## config.mk

```make
export PLATFORM = sky130hd
export DESIGN_NAME = sel_minmax_pipe
export DESIGN_NICKNAME = d
export VERILOG_FILES = /design/src/rtl/sel_minmax_pipe_pkg.sv /design/src/rtl/bin_dec.sv /design/src/rtl/sel_minmax_pipe_node.sv /design/src/rtl/sel_minmax_pipe.sv
export SDC_FILE = /design/constraint.sdc
export NUM_CORES = 1
export LEC_CHECK = 0
export ABC_CLOCK_PERIOD_IN_PS = 6000
export CAP_MARGIN = 20
export CORE_MARGIN = 8
export CORE_UTILIZATION = 60
export DETAILED_ROUTE_END_ITERATION = 12
export GPL_TIMING_DRIVEN = 0
export PLACE_DENSITY_LB_ADDON = 0.2
export SLEW_MARGIN = 5
export SYNTH_ARGS = -nofsm -noshare
export SYNTH_HDL_FRONTEND = slang
export SYNTH_SLANG_ARGS = --single-unit
```

## constraint.sdc

```tcl
create_clock -name clk -period 6 [get_ports clk]
set_clock_uncertainty 0.1 [all_clocks]
set_input_delay 0.9 -clock clk [delete_from_list [all_inputs] [get_ports clk]]
set_output_delay 0.9 -clock clk [all_outputs]
set_load 0.01 [all_outputs]
```

## src/rtl/sel_minmax_pipe_pkg.sv

```systemverilog
// ============================================================================
// Module : sel_minmax_pkg
// Brief  : Shared mode encodings and tree-indexing helper for sel_minmax_pipe.
// Rev    : 1.0
// ============================================================================
`default_nettype none

package sel_minmax_pkg;

  localparam logic MODE_MAX = 1'b0;
  localparam logic MODE_MIN = 1'b1;

  localparam bit ACT_HIGH = 1'b1;

  // Heap-numbered node (root = 1) to its pipeline level: leaves' parents are
  // level 1, the root is level DEPTH.
  function automatic int tree_level(input int node, input int depth);
    return depth - $clog2(node + 1) + 1;
  endfunction

endpackage

`default_nettype wire

```

## src/rtl/bin_dec.sv

```systemverilog
// ============================================================================
// Module : bin_dec
// Brief  : Binary index to one-hot decoder with selectable active level.
// Rev    : 1.0
// ============================================================================
`default_nettype none

module bin_dec #(
  parameter int IW  = 3,
  parameter int OW  = 8,
  parameter bit ACT = 1'b1
) (
  input  logic [IW-1:0] bin,
  input  logic          en,
  output logic [OW-1:0] vec
);

  for (genvar i = 0; i < OW; i++) begin : g_bit
    assign vec[i] = (en && (bin == IW'(i))) ? ACT : ~ACT;
  end

endmodule

`default_nettype wire

```

## src/rtl/sel_minmax_pipe_node.sv

```systemverilog
// ============================================================================
// Module : minmax_node
// Brief  : Combinational two-candidate min/max compare; ties keep side a.
// Rev    : 1.0
// ============================================================================
`default_nettype none

module minmax_node
  import sel_minmax_pkg::*;
#(
  parameter int IW     = 3,
  parameter int DW     = 8,
  parameter bit SIGNED = 1'b0
) (
  input  logic             mode,
  input  logic [IW+DW:0]   a,
  input  logic [IW+DW:0]   b,
  output logic [IW+DW:0]   y
);

  typedef struct packed {
    logic          vld;
    logic [IW-1:0] idx;
    logic [DW-1:0] data;
  } cand_t;

  cand_t ca;
  cand_t cb;
  logic  w_a_ge;
  logic  w_a_le;
  logic  w_pick_a;

  assign ca = a;
  assign cb = b;

  if (SIGNED) begin : g_signed
    assign w_a_ge = $signed(ca.data) >= $signed(cb.data);
    assign w_a_le = $signed(ca.data) <= $signed(cb.data);
  end else begin : g_unsigned
    assign w_a_ge = ca.data >= cb.data;
    assign w_a_le = ca.data <= cb.data;
  end

  // a is always the lower-index side, so the inclusive compares give ties to it
  assign w_pick_a = (mode == MODE_MAX) ? w_a_ge : w_a_le;

  always_comb begin
    y = '0;
    if (ca.vld && cb.vld) begin
      y = w_pick_a ? a : b;
    end else if (ca.vld) begin
      y = a;
    end else if (cb.vld) begin
      y = b;
    end
  end

endmodule

`default_nettype wire

```

## src/rtl/sel_minmax_pipe.sv

```systemverilog
// ============================================================================
// Module : sel_minmax_pipe
// Brief  : Pipelined valid/ready min/max selector, one tree level per cycle.
// Rev    : 1.0
// ============================================================================
`default_nettype none

module sel_minmax_pipe
  import sel_minmax_pkg::*;
#(
  parameter int  IN     = 8,
  parameter int  DATA   = 8,
  parameter bit  SIGNED = 1'b0,
  parameter bit  ACT    = ACT_HIGH,
  localparam int OUT    = $clog2(IN)
) (
  input  logic                     clk,
  input  logic                     reset_,
  input  logic                     in_valid,
  output logic                     in_ready,
  input  logic                     in_mode,
  input  logic [IN-1:0]            in_mask,
  input  logic [IN-1:0][DATA-1:0]  in,
  output logic                     out_valid,
  input  logic                     out_ready,
  output logic [DATA-1:0]          out,
  output logic [OUT-1:0]           out_idx,
  output logic [IN-1:0]            out_vec,
  output logic                     out_none
);

  localparam int EIN = 1 << OUT;

  typedef struct packed {
    logic            vld;
    logic [OUT-1:0]  idx;
    logic [DATA-1:0] data;
  } cand_t;

  // Heap numbering: node n combines children 2n (lower indices) and 2n+1
  cand_t leaf    [EIN];
  cand_t node_d  [1:EIN-1];
  cand_t node_q  [1:EIN-1];
  logic  node_en [1:EIN-1];

  logic  r_vld  [1:OUT];
  logic  r_mode [1:OUT];
  logic  w_vin  [1:OUT];
  logic  w_mode [1:OUT];
  logic  w_stall;
  cand_t root;

  assign w_stall  = r_vld[OUT] & ~out_ready;
  assign in_ready = ~w_stall;

  for (genvar i = 0; i < EIN; i++) begin : g_leaf
    if (i < IN) begin : g_real
      assign leaf[i] = cand_t'{vld: in_mask[i], idx: OUT'(i), data: in[i]};
    end else begin : g_pad
      assign leaf[i] = '0;
    end
  end

  always_comb begin
    w_vin[1]  = in_valid;
    w_mode[1] = in_mode;
    for (int k = 2; k <= OUT; k++) begin
      w_vin[k]  = r_vld[k-1];
      w_mode[k] = r_mode[k-1];
    end
  end

  for (genvar n = 1; n < EIN; n++) begin : g_node
    localparam int LVL = tree_level(n, OUT);
    cand_t a;
    cand_t b;

    if (2 * n >= EIN) begin : g_from_leaf
      assign a = leaf[2*n - EIN];
      assign b = leaf[2*n + 1 - EIN];
    end else begin : g_from_node
      assign a = node_q[2*n];
      assign b = node_q[2*n + 1];
    end

    minmax_node #(
      .IW     (OUT),
      .DW     (DATA),
      .SIGNED (SIGNED)
    ) u_node (
      .mode (w_mode[LVL]),
      .a    (a),
      .b    (b),
      .y    (node_d[n])
    );

    assign node_en[n] = w_vin[LVL];
  end

  // Valids advance on every unstalled cycle; candidate registers only
  // capture when a real transaction reaches their level.
  always_ff @(posedge clk or negedge reset_) begin
    if (!reset_) begin
      for (int k = 1; k <= OUT; k++) begin
        r_vld[k]  <= 1'b0;
        r_mode[k] <= MODE_MAX;
      end
      for (int n = 1; n < EIN; n++) begin
        node_q[n] <= '0;
      end
    end else if (!w_stall) begin
      for (int k = 1; k <= OUT; k++) begin
        r_vld[k] <= w_vin[k];
        if (w_vin[k]) begin
          r_mode[k] <= w_mode[k];
        end
      end
      for (int n = 1; n < EIN; n++) begin
        if (node_en[n]) begin
          node_q[n] <= node_d[n];
        end
      end
    end
  end

  assign root      = node_q[1];
  assign out_valid = r_vld[OUT];
  assign out       = root.data;
  assign out_idx   = root.idx;
  assign out_none  = r_vld[OUT] & ~root.vld;

  bin_dec #(
    .IW  (OUT),
    .OW  (IN),
    .ACT (ACT)
  ) u_dec (
    .bin (root.idx),
    .en  (root.vld),
    .vec (out_vec)
  );

endmodule

`default_nettype wire
```

# After elaboration in Yosys (flattened, before gate mapping)
# Cells that the tools add are included.
[word_totals]
regBits = 89
inputBits = 77
output_inout_bits = 22
[classes]
n_lt_le_gt_ge = 14
eq_ne = 7
n_mux = 43
bitwise = 5
reduce_logical = 19
[ops]
columns = ["cell", "count"]
rows = [
  ["2-to-1 mux 12 bit", 28],
  [">= comparator 8 bit", 7],
  ["<= comparator 8 bit", 7],
  ["logical AND 1 bit", 15],
  ["2-to-1 mux 1 bit", 15],
  ["equality test 3 bit, second input constant", 4],
  ["equality test 3 x 2 -> 1 bit, second input constant", 2],
  ["AND reduction 2 bit", 3],
  ["equality test 3 x 1 -> 1 bit, second input constant", 1],
  ["zero test 3 bit", 1],
  ["inverter 1 bit", 3],
  ["AND 1 bit", 2],
]

# Longest topological paths before layout
[depth]
depth_word = 4
mapped_depth = 10
ltp_nobuf = 8

# Cells and area by module
# Synthesis repeated with hierarchy kept, for this count alone.
[hier_totals]
hier_cells = 551
area_unflattened_um2 = 6362.4
[by_module_without_submodules]
columns = ["module", "instances", "cells_each", "area_each_um2", "seq_area_each_um2"]
rows = [
  ["sel_minmax_pipe", 1, 207, 3701.0, 2227.1],
  ["minmax_node", 7, 48, 366.6, 0.0],
  ["bin_dec", 1, 8, 95.1, 0.0],
]

# Least setup slack after synthesis
# Ideal clock, no wire load.
[synth_timing]
path_kind = "input-to-reg"
startpoint = "input in[57] (netlist name)"
endpoint = "register node_q (netlist bit g_node[3].b[7])"
setup_ns = 0.131
t_arrival_ns = 2.324
required_time_ns = 5.769
slack_ns = 3.444
path_stages = 9
n_path_buf = 1
path_cell_list = "inv_1 > ha_1 > nor2b_1 > o211ai_1 > a21oi_1 > mux2i_2 > and2_1 > buf_6 > o221ai_2"
[synth_between]
elab_chain_cells = 4
elab_cells_between_ends = 5
classes_between = "order compare (2); mux (3)"
[synth_lines]
columns = ["element", "line", "text"]
rows = [
  ["start: declaration", "sel_minmax_pipe.sv:23", "input logic [IN-1:0][DATA-1:0] in,"],
  [">= comparator 8 bit or <= comparator 8 bit (tied branches)", "sel_minmax_pipe_node.sv:40, sel_minmax_pipe_node.sv:41", ""],
  ["2-to-1 mux 1 bit *", "sel_minmax_pipe_node.sv:45", "assign w_pick_a = (mode == MODE_MAX) ? w_a_ge : w_a_le;"],
  ["2-to-1 mux 12 bit *", "sel_minmax_pipe_node.sv:50", "y = w_pick_a ? a : b;"],
  ["2-to-1 mux 12 bit *", "sel_minmax_pipe_node.sv:49", "if (ca.vld && cb.vld) begin"],
  ["end signal: indexed assignment", "sel_minmax_pipe.sv:120", "node_q[n] <= node_d[n];"],
  ["end: declaration", "sel_minmax_pipe.sv:43", "cand_t node_q [1:EIN-1];"],
]
# Every way passes the cells marked *; elsewhere a longest branch is shown, timed or not.
# A chain may end at the register's enable or synchronous reset.

# Worst setup path after layout
[layout_timing]
startpoint = "input out_ready"
endpoint = "output in_ready"
[layout_between]
elab_chain_cells = 3
[layout_lines]
columns = ["element", "line", "text"]
rows = [
  ["start: declaration", "sel_minmax_pipe.sv:25", "input logic out_ready,"],
  ["inverter 1 bit", "sel_minmax_pipe.sv:53", "assign w_stall = r_vld[OUT] & ~out_ready;"],
  ["AND 1 bit", "sel_minmax_pipe.sv:53", ""],
  ["inverter 1 bit (no line)", "-", ""],
  ["end: declaration", "sel_minmax_pipe.sv:20", "output logic in_ready,"],
]
# Every way passes these cells.

==> summary.txt <==
Status
  • Status: finished clean

Drt
  • Routed wire length: about 19000 µm
  • Routed wire per std cell: between 15 and 20 µm
  • Avg Vias per Cell: about 6.5
  • Via count: around 6.7k
  • Detailed-route DRC error count: 0
  • DR iter-0 viols: a little under 700
  • DR pass1 iterations: 6
  • Post-route ant nets: 0

Layout
  • ANT cells: 0
  • Layout Nets: 1018
  • Layout cells sized above 1: just over 6%
  • Core Util, Final: around three quarters
  • P&R area growth vs syn: 21.93%
  • Register Area: 2002 µm²
  • Final instance area: 7924 µm²
  • Filler Cell Count: around 840
  • Final Non-Filler Cells: ~1.0k
  • Area of the multi-input gates: ~4000 µm²

CTS
  • Post-CTS Hold Fix Bufs: 0
  • Sink Count: 80
  • CTS tree: yes
  • Setup Buffers After CTS: 0
  • H-tree Lvls: 3
  • CTS resizes: 0
  • Clock root cell: clkbuf_8
  • Skew-Pair Late Insertion Delay: around 0.37 ns
  • Clock buffer count from CTS: 9
  • CTS max path bufs: 2
  • Clock slew at reported path FFs: approximately 0.090 ns

Global routing
  • Total congestion overflow: 0
  • Total GRT Usage: a little over a quarter
  • First-pass GRT wire length: between 30000 and 40000 µm
  • Initial antenna violation count: 0
  • Vias in the first global route: approximately 6.6k
  • Largest net degree at the start of global routing: 45

Setup path
  • Data arrival, critical path: roughly 2.2 ns
  • Worst setup SP type: input pin
  • CP Max Fanout: 10
  • Crit path kind: input pin to output pin
  • Data required, critical path: around 5.0 ns
  • CP Capture Type: output pin

Flow run
  • Maxcap violations: 0

STA
  • RSZ-0062 raised after global routing: false
  • Final hold violation count: 0
  • Slew Viols, Final: 0
  • Fmax: about 310 MHz
  • Final cycle utilization of the critical path: between 50% and 60%
  • Fin Setup TNS: 0 ns
  • Final min period: between 3 and 4 ns
  • Least-Margin Pin Slew: approximately 0.54 ns
  • Max_slew headroom: about 63%
  • Final setup fails: 0

Min path
  • Worst min-delay path class: input pin to asynchronous set/reset pin

Logic synthesis
  • Number of synthesized flops with an enable pin: 0
  • Cell Area, Synth: 6499 µm²
  • Syn avg cell area: approximately 8.4 µm²
  • Primary FF master, synth: dfrtp_1
  • Ys async rst share: 100.0%
  • Seq/Total Area, Yosys: between 30% and 40%
  • Synth Warn #: 0
  • Mapped Cells: 775
  • Syn nets: 908
  • Post-synthesis cell type count: 47
  • FF+latch count, synth: 80

Placed design
  • Hpwl dp: between 10000 and 15000 µm
  • Dpl cell area: 7680 µm²
  • Placed cells: a little over 1k
  • RePlAce Congestion: between 0.9 and 1
  • Buffers added on ports: just under 100

Power
  • Peak VDD IR: ~0.00029 V
  • Power, Total: between 3 and 4 mW
  • Cell area power density: about 400 nW/µm²
  • Leakage: around 3.5 nW

Die
  • Die H: roughly 120 µm
  • Die area: ~14000 µm²
  • Initial Utilization: between 60% and 70%
  • Die width: around 120 µm
  • IO Count: between 90 and 100
  • # rows: 38
  • Core ar.: about 11000 µm²
==> logic make-up (layout without fill, tap and decap cells) <==
group                    Yosys count  count (layout)  synth area share [%]
AND/OR/NAND/NOR                  258             258                 18.35
flip-flops                        80              80                 30.80
multiplexers                      36              36                 5.603
buffers and inverters            106             221                 7.451
AO/OA/AOI/OAI                    239             239                 27.01
adder cells (fa/ha/maj)           56              56                 10.78
==> where the power goes <==
group / switching [mW] / internal (mW) / leakage (nW)
Clock: 0.218 / 0.277 / 0.119
Combinational: 0.885 / 0.811 / 2.43
Sequential: 0.274 / 0.742 / 0.910
==> cells in the final DEF, fill, tap and decap left out, types with 3 or more instances in the layout <==
cell type        synthesis  layout
clkdlybuf4s50_1          0      97
nor2_1                  96      96
dfrtp_1                 80      80
nand2_1                 70      70
inv_1                   59      59
ha_1                    56      56
a221oi_1                52      52
o21ai_0                 44      44
a21oi_1                 35      35
mux2i_1                 35      35
o22ai_1                 35      35
nand4_1                 23      23
nor2b_1                 19      19
clkbuf_1                17      17
nand3_1                 14      14
buf_1                   10      10
nand2b_1                 9       9
o221ai_1                 9       9
clkbuf_8                 0       9
buf_2                    8       8
o21a_1                   8       8
o221ai_2                 8       8
buf_6                    7       7
nor4_1                   7       7
a22oi_1                  7       7
a311o_1                  7       7
and2_1                   6       6
buf_4                    4       5
or3_1                    5       5
o211a_1                  5       5
a21o_1                   5       5
o21bai_1                 4       4
a211o_1                  4       4
o2111ai_1                4       4
o211ai_1                 4       4
bufinv_16                0       3
==> cell type report <==
| cell class | count | share of cell area, % |
|---|---|---|
| buffer | 47 | 3.316 |
| timing repair buffer | 99 | 12.70 |
| multi-input combinational | 589 | 50.64 |
| inverter | 59 | 2.795 |
| clock inverter | 7 | 1.516 |
| sequential | 80 | 25.26 |
| tap | 140 | 2.211 |
| clock buffer | 9 | 1.563 |
==> worst max-delay path, stage by stage <==
cell and delay, ns:
clkdlybuf4s50_1 0.45, nand2b_1 0.09, buf_2 0.20, clkdlybuf4s50_1 0.57
==> sequential cells by signal, indices dropped and copies added (netlist names) <==
signal     count
node_q         1
out_valid      1
r_mode         2
out_idx        3
node_en        2
g_node.a      31
out            8
g_node.b      32
==> metal layers <==
| layer | up-vias | track usage [%] | part of all wire (%) |
|---|---|---|---|
| met3 | 52 | 4.415 | 6.5 |
| met2 | 297 | 44.25 | 49 |
| met4 | 0 | 11.79 | 3.1 |
| li1 | 3115 | - | - |
| met1 | 3214 | 32.09 | 41 |
| met5 | - | 0 | 0 |
==> worst paths after layout <==
path	start	to	slack (ns)	depth (start not counted)
max	out_ready	in_ready	2.79	4
min	reset_	g_node[1].a[11]$_DFFE_PN0P_	0.39	1
max reg2reg	g_node[2].b[7]$_DFFE_PN0P_	g_node[1].a[8]$_DFFE_PN0P_	3.59	9
min reg2reg	g_node[1].b[10]$_DFFE_PN0P_	g_node[1].b[10]$_DFFE_PN0P_	0.40	1
max in group asynchronous	reset_	g_node[2].b[6]$_DFFE_PN0P_	4.82	2
min in group clk	g_node[1].b[10]$_DFFE_PN0P_	g_node[1].b[10]$_DFFE_PN0P_	0.40	1
==> synth_stat cells (all sizes together), types with 2 or more instances <==
| master | n | area (µm²) |
|---|---|---|
| a211o | 5 | 45.04 |
| a21o | 5 | 37.54 |
| a21oi | 37 | 192.7 |
| a221oi | 52 | 455.4 |
| a22oi | 7 | 52.55 |
| a311o | 7 | 70.07 |
| and2 | 8 | 50.05 |
| and3 | 2 | 12.51 |
| buf | 29 | 186.4 |
| clkbuf | 17 | 63.81 |
| dfrtp | 80 | 2002 |
| ha | 56 | 700.7 |
| inv | 59 | 221.5 |
| mux2i | 36 | 364.1 |
| nand2 | 70 | 262.8 |
| nand2b | 9 | 56.30 |
| nand3 | 15 | 80.08 |
| nand4 | 23 | 143.9 |
| nor2 | 96 | 360.4 |
| nor2b | 19 | 118.9 |
| nor3 | 3 | 26.28 |
| nor4 | 7 | 43.79 |
| o2111ai | 4 | 35.03 |
| o211a | 5 | 50.05 |
| o211ai | 5 | 51.30 |
| o21a | 8 | 60.06 |
| o21ai | 44 | 220.2 |
| o21ba | 2 | 20.02 |
| o21bai | 4 | 30.03 |
| o221ai | 17 | 199.0 |
| o22ai | 35 | 219.0 |
| or3 | 5 | 31.28 |
==> metrics by stage <==
step	setup slack (ns)	hold WS (ns)
4_1_cts	2.790	0.3992
3_3_place_gp	1.127	0.3733
5_1_grt	2.769	0.4143
3_5_place_dp	2.638	0.3804
2_1_floorplan	3.444	0.3521
6_report	2.789	0.3902
Power figures use the tool's default switching activity.
